`config.mk`:
```
export PLATFORM = sky130hd
export DESIGN_NAME = mem_initiator
export DESIGN_NICKNAME = d
export VERILOG_FILES = /design/src/rtl/mem_initiator.sv
export SDC_FILE = /design/constraint.sdc
export NUM_CORES = 1
export LEC_CHECK = 0
export CORE_MARGIN = 4
export CORE_UTILIZATION = 36
export CTS_CLUSTER_SIZE = 40
export DETAILED_ROUTE_END_ITERATION = 8
export GPL_ROUTABILITY_DRIVEN = 0
export PLACE_DENSITY = 0.75
export SETUP_SLACK_MARGIN = 0.05
export SLEW_MARGIN = 20
export SYNTH_ARGS = -nofsm -noshare
export SYNTH_HDL_FRONTEND = slang
export SYNTH_SLANG_ARGS = --single-unit
```
`constraint.sdc`:
```
create_clock -name clk -period 1.88 [get_ports clk]
set_input_delay 0.188 -clock clk [delete_from_list [all_inputs] [get_ports clk]]
set_output_delay 0.188 -clock clk [all_outputs]
set_load 0.01 [all_outputs]
```
`src/rtl/mem_initiator.sv`:
```
// mem_initiator: initiator side of a req/gnt/rvalid memory port.
// Accepts single-word commands from a valid/ready core interface and issues them as requests.
// A request is held stable until granted. Responses are returned in issue order, and a tag FIFO
// remembers whether each outstanding access was a read or a write.
module mem_initiator #(
  parameter int unsigned ADDR_WIDTH      = 32,
  parameter int unsigned DATA_WIDTH      = 32,
  parameter int unsigned MAX_OUTSTANDING = 2,
  parameter bit          BYTE_ADDR       = 1'b1
) (
  input  logic                  clk,
  input  logic                  rst_n,
  // core-side command interface
  input  logic                  cmd_valid_i,
  output logic                  cmd_ready_o,
  input  logic [ADDR_WIDTH-1:0] cmd_addr_i,
  input  logic                  cmd_we_i,
  input  logic [DATA_WIDTH-1:0] cmd_wdata_i,
  // core-side response interface (no backpressure)
  output logic                  rsp_valid_o,
  output logic                  rsp_we_o,
  output logic [DATA_WIDTH-1:0] rsp_rdata_o,
  // memory port
  output logic                  port_req_o,
  input  logic                  port_gnt_i,
  output logic [ADDR_WIDTH-1:0] port_addr_o,
  output logic                  port_we_o,
  output logic [DATA_WIDTH-1:0] port_wdata_o,
  input  logic                  port_rvalid_i,
  input  logic [DATA_WIDTH-1:0] port_rdata_i,
  // sticky protocol error
  output logic                  err_o
);

  localparam int unsigned CntW = $clog2(MAX_OUTSTANDING + 1);
  localparam int unsigned PtrW = (MAX_OUTSTANDING > 1) ? $clog2(MAX_OUTSTANDING) : 1;
  localparam logic [CntW-1:0] MaxCnt  = CntW'(MAX_OUTSTANDING);
  localparam logic [PtrW-1:0] LastPtr = PtrW'(MAX_OUTSTANDING - 1);

  typedef enum logic [0:0] {StIdle, StReq} state_e;

  // request register and FSM state
  state_e                state_q;
  logic                  req_q;
  logic [ADDR_WIDTH-1:0] addr_q;
  logic                  we_q;
  logic [DATA_WIDTH-1:0] wdata_q;

  // outstanding-access tracking
  logic [CntW-1:0]            cnt_q, cnt_d;
  logic [MAX_OUTSTANDING-1:0] tag_q;
  logic [PtrW-1:0]            wr_ptr_q, rd_ptr_q;

  // response and error registers
  logic                  rsp_valid_q;
  logic                  rsp_we_q;
  logic [DATA_WIDTH-1:0] rsp_rdata_q;
  logic                  err_q;

  // handshake decode
  logic                  granted;
  logic                  pop;
  logic                  spurious;
  logic                  pop_we;
  logic                  cmd_ready;
  logic                  accept;
  logic [ADDR_WIDTH-1:0] cmd_port_addr;

  function automatic logic [PtrW-1:0] ptr_inc(input logic [PtrW-1:0] p);
    return (p == LastPtr) ? '0 : p + 1'b1;
  endfunction

  // Decode grants, responses and the command-side ready condition.
  always_comb begin
    granted  = (state_q == StReq) & port_gnt_i;
    pop      = port_rvalid_i & (cnt_q != '0);
    spurious = port_rvalid_i & (cnt_q == '0);
    pop_we   = tag_q[rd_ptr_q];
    // A response in the same cycle frees a slot, so it counts toward room.
    if (state_q == StIdle) begin
      cmd_ready = (cnt_q < MaxCnt) | pop;
    end else begin
      cmd_ready = granted & (((cnt_q + 1'b1) < MaxCnt) | pop);
    end
    accept        = cmd_valid_i & cmd_ready;
    cmd_port_addr = BYTE_ADDR ? (cmd_addr_i >> 2) : cmd_addr_i;
  end

  // Outstanding count: a grant adds one, a valid response removes one, both cancel.
  always_comb begin
    cnt_d = cnt_q;
    unique case ({granted, pop})
      2'b10:   cnt_d = cnt_q + 1'b1;
      2'b01:   cnt_d = cnt_q - 1'b1;
      default: cnt_d = cnt_q;
    endcase
  end

  // Request FSM: IDLE loads a command, REQ holds it until granted, reloading on back-to-back.
  always_ff @(posedge clk or negedge rst_n) begin
    if (!rst_n) begin
      state_q <= StIdle;
      req_q   <= 1'b0;
      addr_q  <= '0;
      we_q    <= 1'b0;
      wdata_q <= '0;
    end else begin
      unique case (state_q)
        StIdle: begin
          if (accept) begin
            state_q <= StReq;
            req_q   <= 1'b1;
            addr_q  <= cmd_port_addr;
            we_q    <= cmd_we_i;
            wdata_q <= cmd_wdata_i;
          end
        end
        StReq: begin
          if (granted) begin
            if (accept) begin
              addr_q  <= cmd_port_addr;
              we_q    <= cmd_we_i;
              wdata_q <= cmd_wdata_i;
            end else begin
              state_q <= StIdle;
              req_q   <= 1'b0;
            end
          end
        end
        default: begin
          state_q <= StIdle;
          req_q   <= 1'b0;
        end
      endcase
    end
  end

  // Tag FIFO and outstanding counter; push on grant, pop on a non-spurious response.
  always_ff @(posedge clk or negedge rst_n) begin
    if (!rst_n) begin
      cnt_q    <= '0;
      tag_q    <= '0;
      wr_ptr_q <= '0;
      rd_ptr_q <= '0;
    end else begin
      cnt_q <= cnt_d;
      if (granted) begin
        tag_q[wr_ptr_q] <= we_q;
        wr_ptr_q        <= ptr_inc(wr_ptr_q);
      end
      if (pop) begin
        rd_ptr_q <= ptr_inc(rd_ptr_q);
      end
    end
  end

  // Registered response: one cycle after rvalid; writes return zero data.
  always_ff @(posedge clk or negedge rst_n) begin
    if (!rst_n) begin
      rsp_valid_q <= 1'b0;
      rsp_we_q    <= 1'b0;
      rsp_rdata_q <= '0;
    end else begin
      rsp_valid_q <= pop;
      rsp_we_q    <= pop & pop_we;
      rsp_rdata_q <= (pop && !pop_we) ? port_rdata_i : '0;
    end
  end

  // Sticky error on a response that has no matching outstanding access.
  always_ff @(posedge clk or negedge rst_n) begin
    if (!rst_n) begin
      err_q <= 1'b0;
    end else if (spurious) begin
      err_q <= 1'b1;
    end
  end

  assign cmd_ready_o  = cmd_ready;
  assign port_req_o   = req_q;
  assign port_addr_o  = addr_q;
  assign port_we_o    = we_q;
  assign port_wdata_o = wdata_q;
  assign rsp_valid_o  = rsp_valid_q;
  assign rsp_we_o     = rsp_we_q;
  assign rsp_rdata_o  = rsp_rdata_q;
  assign err_o        = err_q;

endmodule

```
==> results of run 1 <==
==> synthesized netlist by cell type (all sizes together) <==
library cell  instances  area (sq um)
nand3                 1          5.00
a31oi                 1          6.26
a21oi                 1          5.00
o22ai                 1          6.26
ha                    2          25.0
inv                   4          20.0
o22a                  1          17.5
xnor2                 4          35.0
a21o                  2          15.0
conb                  1          3.75
nor2                  5          21.3
o21ai                 2          13.8
and3                 32           200
mux2                 65           957
nand2                 3          11.3
dfrtp               106          2650
clkbuf                6          22.5
buf                   9           155
mux2i                 1          10.0
nand2b                2          20.0
==> how the worst max path moves through the flow <==
stage / startpoint / end / slack [ns] / depth (start not counted)
floorplan: cnt_q[1] / port_addr_o[0] / 0.08 / 9
global placement: port_rvalid_i / port_addr_o[8] / -0.009 / 7
detailed placement: port_rvalid_i / port_wdata_o[5] / -0.09 / 7
CTS: cnt_q[0] / port_addr_o[4] / -0.05 / 8
global route: cnt_q[1] / port_wdata_o[20] / -0.09 / 8
finish: cnt_q[1] / port_wdata_o[1] / -0.03 / 8
==> power by group through the flow <==
stage	combinational, W	clock [W]	sequential, W
after detailed placement	0.00553	0	0.00382
after global placement	0.00539	0	0.00378
final	0.00602	0.00209	0.00380
after floorplan	0.00254	0	0.00418
after CTS	0.00582	0.00216	0.00380
after global routing	0.00636	0.00224	0.00391
==> metrics by stage <==
stage	cell area, sq um	setup slack (ns)	total power (W)	std cells
final	6980	-0.0268	0.0119	625
after global routing	6980	-0.0857	0.0125	625
after global placement	6400	-0.00853	0.00917	597
after CTS	6860	-0.0505	0.0118	620
after detailed placement	6400	-0.0861	0.00935	597
after floorplan	4210	0.0796	0.00672	250
==> layout make-up <==
type                            instances  area (sq um)
Clock inverter                          3          90.1
Inverter                                4          20.0
Multi-Input combinational cell        126          1430
Fill cell                             880          4440
Clock buffer                           11           233
Sequential cell                       106          2650
Tap cell                              143           179
Timing Repair Buffer                  232          2380
==> state kept, by name, summed over array words and instances, names as in the netlist, 2 cells and up <==
register and flops:
port_wdata_o 32, port_addr_o 30, rsp_rdata_o 32, tag_q 2, cnt_q 2
==> worst register-to-register path, delay by kind of cell, from the launching register on <==
kind	cells	cell delay, ns
compound gates	2	0.46
mux	1	0.30
simple gates	1	0.14
buf+inv	3	0.36
flops	1	0.40
fa+ha+maj	1	0.14
==> cell families after synthesis <==
family,after synthesis,synth area share
flops,106,0.631
mux,66,0.230
simple gates,43,0.0613
buf+inv,19,0.0470
compound gates,8,0.0152
xor+xnor,4,0.00833
fa+ha+maj,2,0.00595
other cells,1,0.000892
==> timing repair <==
| item | in CTS | in global routing |
|---|---|---|
| setup buffers | 7 | 2 |
| setup endpoints to repair | 64 | 63 |
| gates resized for setup | 20 | 9 |
| cloned | 1 | 3 |
| endpoints found under the hold margin | 29 | 0 |
| pin swaps | 2 | 2 |
| hold buffers | 1 | 0 |
==> routing by layer <==
layer,vias up,GRT usage,part of all wire,routed length [microns]
li1,1311,-,-,-
met1,1456,0.195,0.39,4500
met2,117,0.288,0.51,5830
met3,16,0.0736,0.083,957
met4,0,0.0549,0.018,210
met5,-,0,0,0
==> impl_metrics.json, run 1 <==
{
  "synthCells": 249,
  "ys_ff_latch": 106,
  "drive_above_1_share": 0.253,
  "cts_tree": "yes",
  "p_leak_nw": 3.30,
  "r2r-end": "port_wdata_o[1]",
  "critical_path.max_stage_delay_ns": 0.40,
  "startpoint_type": "flip-flop",
  "combPwrFrac": 0.506,
  "internal-power_w": 0.00841,
  "grt_max_degree": 45,
  "power_frac_clock": 0.175,
  "io_pins": 204,
  "finalSetupViolations": 28,
  "grt_pass1_vias": 3247,
  "overflow": 0,
  "seqPwrFrac": 0.319,
  "htree_levels": 3,
  "layout_commonest_cell": "clkdlybuf4s50_1",
  "avgViaCountPerCell": 4.64,
  "start_util": 0.368,
  "routedWlPerCell_microns": 18.4,
  "clockRootBuffer": "clkbuf_16",
  "drtPass1Iterations": 4,
  "rr_worst_depth": 8,
  "clock-sinks": 106,
  "ys_types": 28,
  "antennaDiodeCount": 0,
  "coreArea_sq_um": 11400,
  "antenna_found_initial": 0,
  "fin_util": 0.611,
  "dp_hpwl_microns": 8290,
  "cp_num_buf_inv": 3,
  "ir_drop_uv": 1150,
  "io_buffers": 199,
  "die_y_microns": 116,
  "wl_microns": 11500,
  "powerDensity_nw_per_um2": 1710,
  "crit_path_end_kind": "flip-flop",
  "cts-buffers-inserted": 9,
  "final_cell_mix": "197 x clkdlybuf4s50_1, 106 x dfrtp_1, 63 x mux2_4",
  "finClkSkew_ns": 0.00509,
  "worst-setup-path-type": "reg2reg",
  "period_share": 1.01,
  "clk_pin_slew_ns": 0.07,
  "worstPathCellList": "inv_2, ha_4, nand2b_4, inv_6, o21ai_4, o22a_4, clkbuf_16, mux2_4",
  "net-switching-power_w": 0.00350,
  "synth_area_per_cell_sq_um": 16.9,
  "setup_tns_ns": -0.332,
  "drc": 0,
  "worstPathMaxFanout": 8,
  "ys_seq_area_frac": 0.631,
  "syn_area_sq_um": 4200,
  "hold_ws_ns": 0.320,
  "cp_slowest_cell": "dfrtp_1",
  "syn_to_final_growth_pct": 66.1,
  "r2r_start": "cnt_q[1]",
  "ant_nets": 0,
  "grt.total_usage": 0.171,
  "via_count": 2900,
  "critPathRequiredTime_ns": 2.11,
  "slew_viol_final": 0,
  "ys_warn_count": 0,
  "switching_share": 0.294,
  "fin_crit_ns": 1.91,
  "hold_path.class": "in2async",
  "failed_checks": "setup timing",
  "hold_viol": 0,
  "die_area_sq_um": 13500,
  "cap_violations": 0,
  "finalNetCount": 583,
  "grt_pass1_wl_microns": 17400,
  "cp_data_arrival_time_ns": 2.14,
  "status": "finished with violations",
  "rsz0062_at_grt": "true",
  "r2r_slack_ns": -0.03,
  "drt_iter0_drc": 130,
  "placementRows": 39,
  "clk-insertion-delay-late_ns": 0.34,
  "fmax_mhz": 524,
  "die_w_microns": 116,
  "finalWorstSetupSlack_ns": -0.0268,
  "cts_buffer_depth": 2,
  "crit_family": "compound AO/OA/AOI/OAI gates"
}
(Power assumes the default switching activity.)
==> run 2, diff against run 1 <==
--- a/config.mk
+++ b/config.mk
@@ -10,6 +10,7 @@
 export CTS_CLUSTER_SIZE = 40
 export DETAILED_ROUTE_END_ITERATION = 8
 export GPL_ROUTABILITY_DRIVEN = 0
+export HOLD_SLACK_MARGIN = 0.1
 export PLACE_DENSITY = 0.75
 export SETUP_SLACK_MARGIN = 0.05
 export SLEW_MARGIN = 20
==> constraint.sdc (replaced) <==
create_clock -name clk -period 1.7 [get_ports clk]
set_input_delay 0.17 -clock clk [delete_from_list [all_inputs] [get_ports clk]]
set_output_delay 0.17 -clock clk [all_outputs]
set_load 0.01 [all_outputs]
==> impl_metrics.json, run 2 (same netlist as run 1, synthesis figures left out) <==
{
  "status": "finished with violations",
  "failed_checks": "setup timing",
  "coreArea_sq_um": 11400,
  "cts-buffers-inserted": 9,
  "hold_path.class": "in2async",
  "nFillCells": 923,
  "dp_hpwl_microns": 8180,
  "internal-power_w": 0.00905,
  "syn_to_final_growth_pct": 65.1,
  "crit_start": "cnt_q[0]",
  "net-switching-power_w": 0.00385,
  "worstPathCellList": "inv_2, ha_4, nand2b_4, inv_6, nor2_4, o22a_4, clkbuf_16, mux2_4",
  "cp.depth": 8,
  "clock-sinks": 106,
  "hold_viol": 0,
  "drt_iter0_drc": 126,
  "io_buffers": 199,
  "grt.total_usage": 0.157,
  "power_frac_clock": 0.161,
  "grt_max_degree": 42,
  "overflow": 0,
  "rsz0062_at_grt": "true",
  "drtPass1Iterations": 4,
  "drive_above_1_share": 0.255,
  "ir_drop_uv": 1080,
  "drc": 0,
  "crit_path_end_kind": "flip-flop",
  "cp_slowest_cell": "dfrtp_1",
  "cp_num_buf_inv": 3,
  "antennaDiodeCount": 0,
  "slew_viol_final": 0,
  "critical_path.max_stage_delay_ns": 0.40,
  "instances_no_fill": 626,
  "grt_use_met3": 0.0632,
  "r2r_start": "cnt_q[0]",
  "finClkSkew_ns": 0.00594,
  "startpoint_type": "flip-flop",
  "combPwrFrac": 0.513,
  "worst-setup-path-type": "reg2reg",
  "met1_usage": 0.174,
  "p_leak_nw": 3.28,
  "clk_pin_slew_ns": 0.07,
  "switching_share": 0.298,
  "ant_nets": 0,
  "critPathRequiredTime_ns": 1.92,
  "placementRows": 39,
  "period_share": 1.09,
  "crit_family": "flip-flops",
  "placed_cells": 597,
  "cts_tree": "yes",
  "grt_pass1_wl_microns": 16100,
  "fin_crit_ns": 1.85,
  "via_count": 2841,
  "r2r-end": "port_addr_o[14]",
  "seqCellArea_sq_um": 2650,
  "final_cell_mix": "197 x clkdlybuf4s50_1, 106 x dfrtp_1, 63 x mux2_4",
  "io_pins": 204,
  "cap_violations": 0,
  "seqPwrFrac": 0.325,
  "die_w_microns": 116,
  "die_area_sq_um": 13500,
  "start_util": 0.368,
  "layout_commonest_cell": "clkdlybuf4s50_1",
  "grt-busiest-layer": "met2",
  "crit_end": "port_addr_o[14]",
  "r2r_slack_ns": -0.15,
  "worstPathMaxFanout": 7,
  "finalNetCount": 582,
  "cp_data_arrival_time_ns": 2.08,
  "wl_microns": 11400,
  "multiInputGateArea_sq_um": 1420,
  "grt_util_met2": 0.283,
  "clk-insertion-delay-late_ns": 0.34,
  "avgViaCountPerCell": 4.54,
  "cts_buffer_depth": 2,
  "antenna_found_initial": 0,
  "rr_worst_depth": 8,
  "routedWlPerCell_microns": 18.3,
  "die_y_microns": 116,
  "htree_levels": 3,
  "finalWorstSetupSlack_ns": -0.151,
  "finalSetupViolations": 64,
  "grt_pass1_vias": 3097,
  "fmax_mhz": 540,
  "powerDensity_nw_per_um2": 1860,
  "fin_util": 0.608,
  "clockRootBuffer": "clkbuf_16"
}
[run 2: worst min path at each step]
stage | start | endpoint | cells after the start
3_5_place_dp | rst_n | rsp_rdata_o[2] | 1
6_report | rst_n | rsp_rdata_o[30] | 2
2_1_floorplan | rst_n | cnt_q[0] | 0
3_3_place_gp | rst_n | rsp_rdata_o[1] | 1
4_1_cts | rst_n | rsp_rdata_o[2] | 2
5_1_grt | rst_n | rsp_rdata_o[30] | 2
[run 2: worst reg2reg max path, stage by stage (launching register included)]
cell and delay (ns):
dfrtp_1 0.40, inv_2 0.08, ha_4 0.13, nand2b_4 0.14, inv_6 0.05, nor2_4 0.14
o22a_4 0.29, clkbuf_16 0.22, mux2_4 0.30
[run 2: timing repair]
| action | in CTS | in global routing |
|---|---|---|
| endpoints found under the setup margin | 66 | 66 |
| gates cloned | 0 | 7 |
| hold buffers | 1 | 0 |
| buffers inserted | 2 | 4 |
| gates resized for setup | 8 | 13 |
| pin swaps | 0 | 3 |
| hold endpoints to repair | 27 | 0 |
[run 2: area by class of cell]
class / instances / area share
flip-flops and latches: 106 / 0.382
clock buffers: 14 / 0.0380
well taps: 143 / 0.0258
inverters: 4 / 0.00288
clock inverters: 2 / 0.00505
repair buffers: 231 / 0.342
multi-input cells: 126 / 0.204
[run 2: layer usage]
| metal | vias to the layer above | part of all wire |
|---|---|---|
| met2 | 109 | 0.54 |
| met4 | 0 | 0.013 |
| met5 | - | 0 |
| li1 | 1310 | - |
| met3 | 14 | 0.070 |
| met1 | 1408 | 0.38 |
[run 2: power by group through the flow]
stage | clock network (W) | registers, W | logic [W]
2_1_floorplan | 0 | 0.00463 | 0.00285
3_3_place_gp | 0 | 0.00418 | 0.00593
3_5_place_dp | 0 | 0.00422 | 0.00608
4_1_cts | 0.00215 | 0.00420 | 0.00617
5_1_grt | 0.00225 | 0.00431 | 0.00703
6_report | 0.00208 | 0.00420 | 0.00662
[run 2: through the flow]
stage	instance area, sq um	hold WS, ns	total power, W	setup WS (ns)	TNS, ns
2_1_floorplan	4230	-0.126	0.00748	-0.0785	-4.71
3_3_place_gp	6410	0.114	0.0101	-0.147	-7.33
3_5_place_dp	6410	0.129	0.0103	-0.177	-9.10
4_1_cts	6740	0.287	0.0125	-0.143	-6.90
5_1_grt	6940	0.323	0.0136	-0.225	-12.70
6_report	6940	0.298	0.0129	-0.151	-8.18
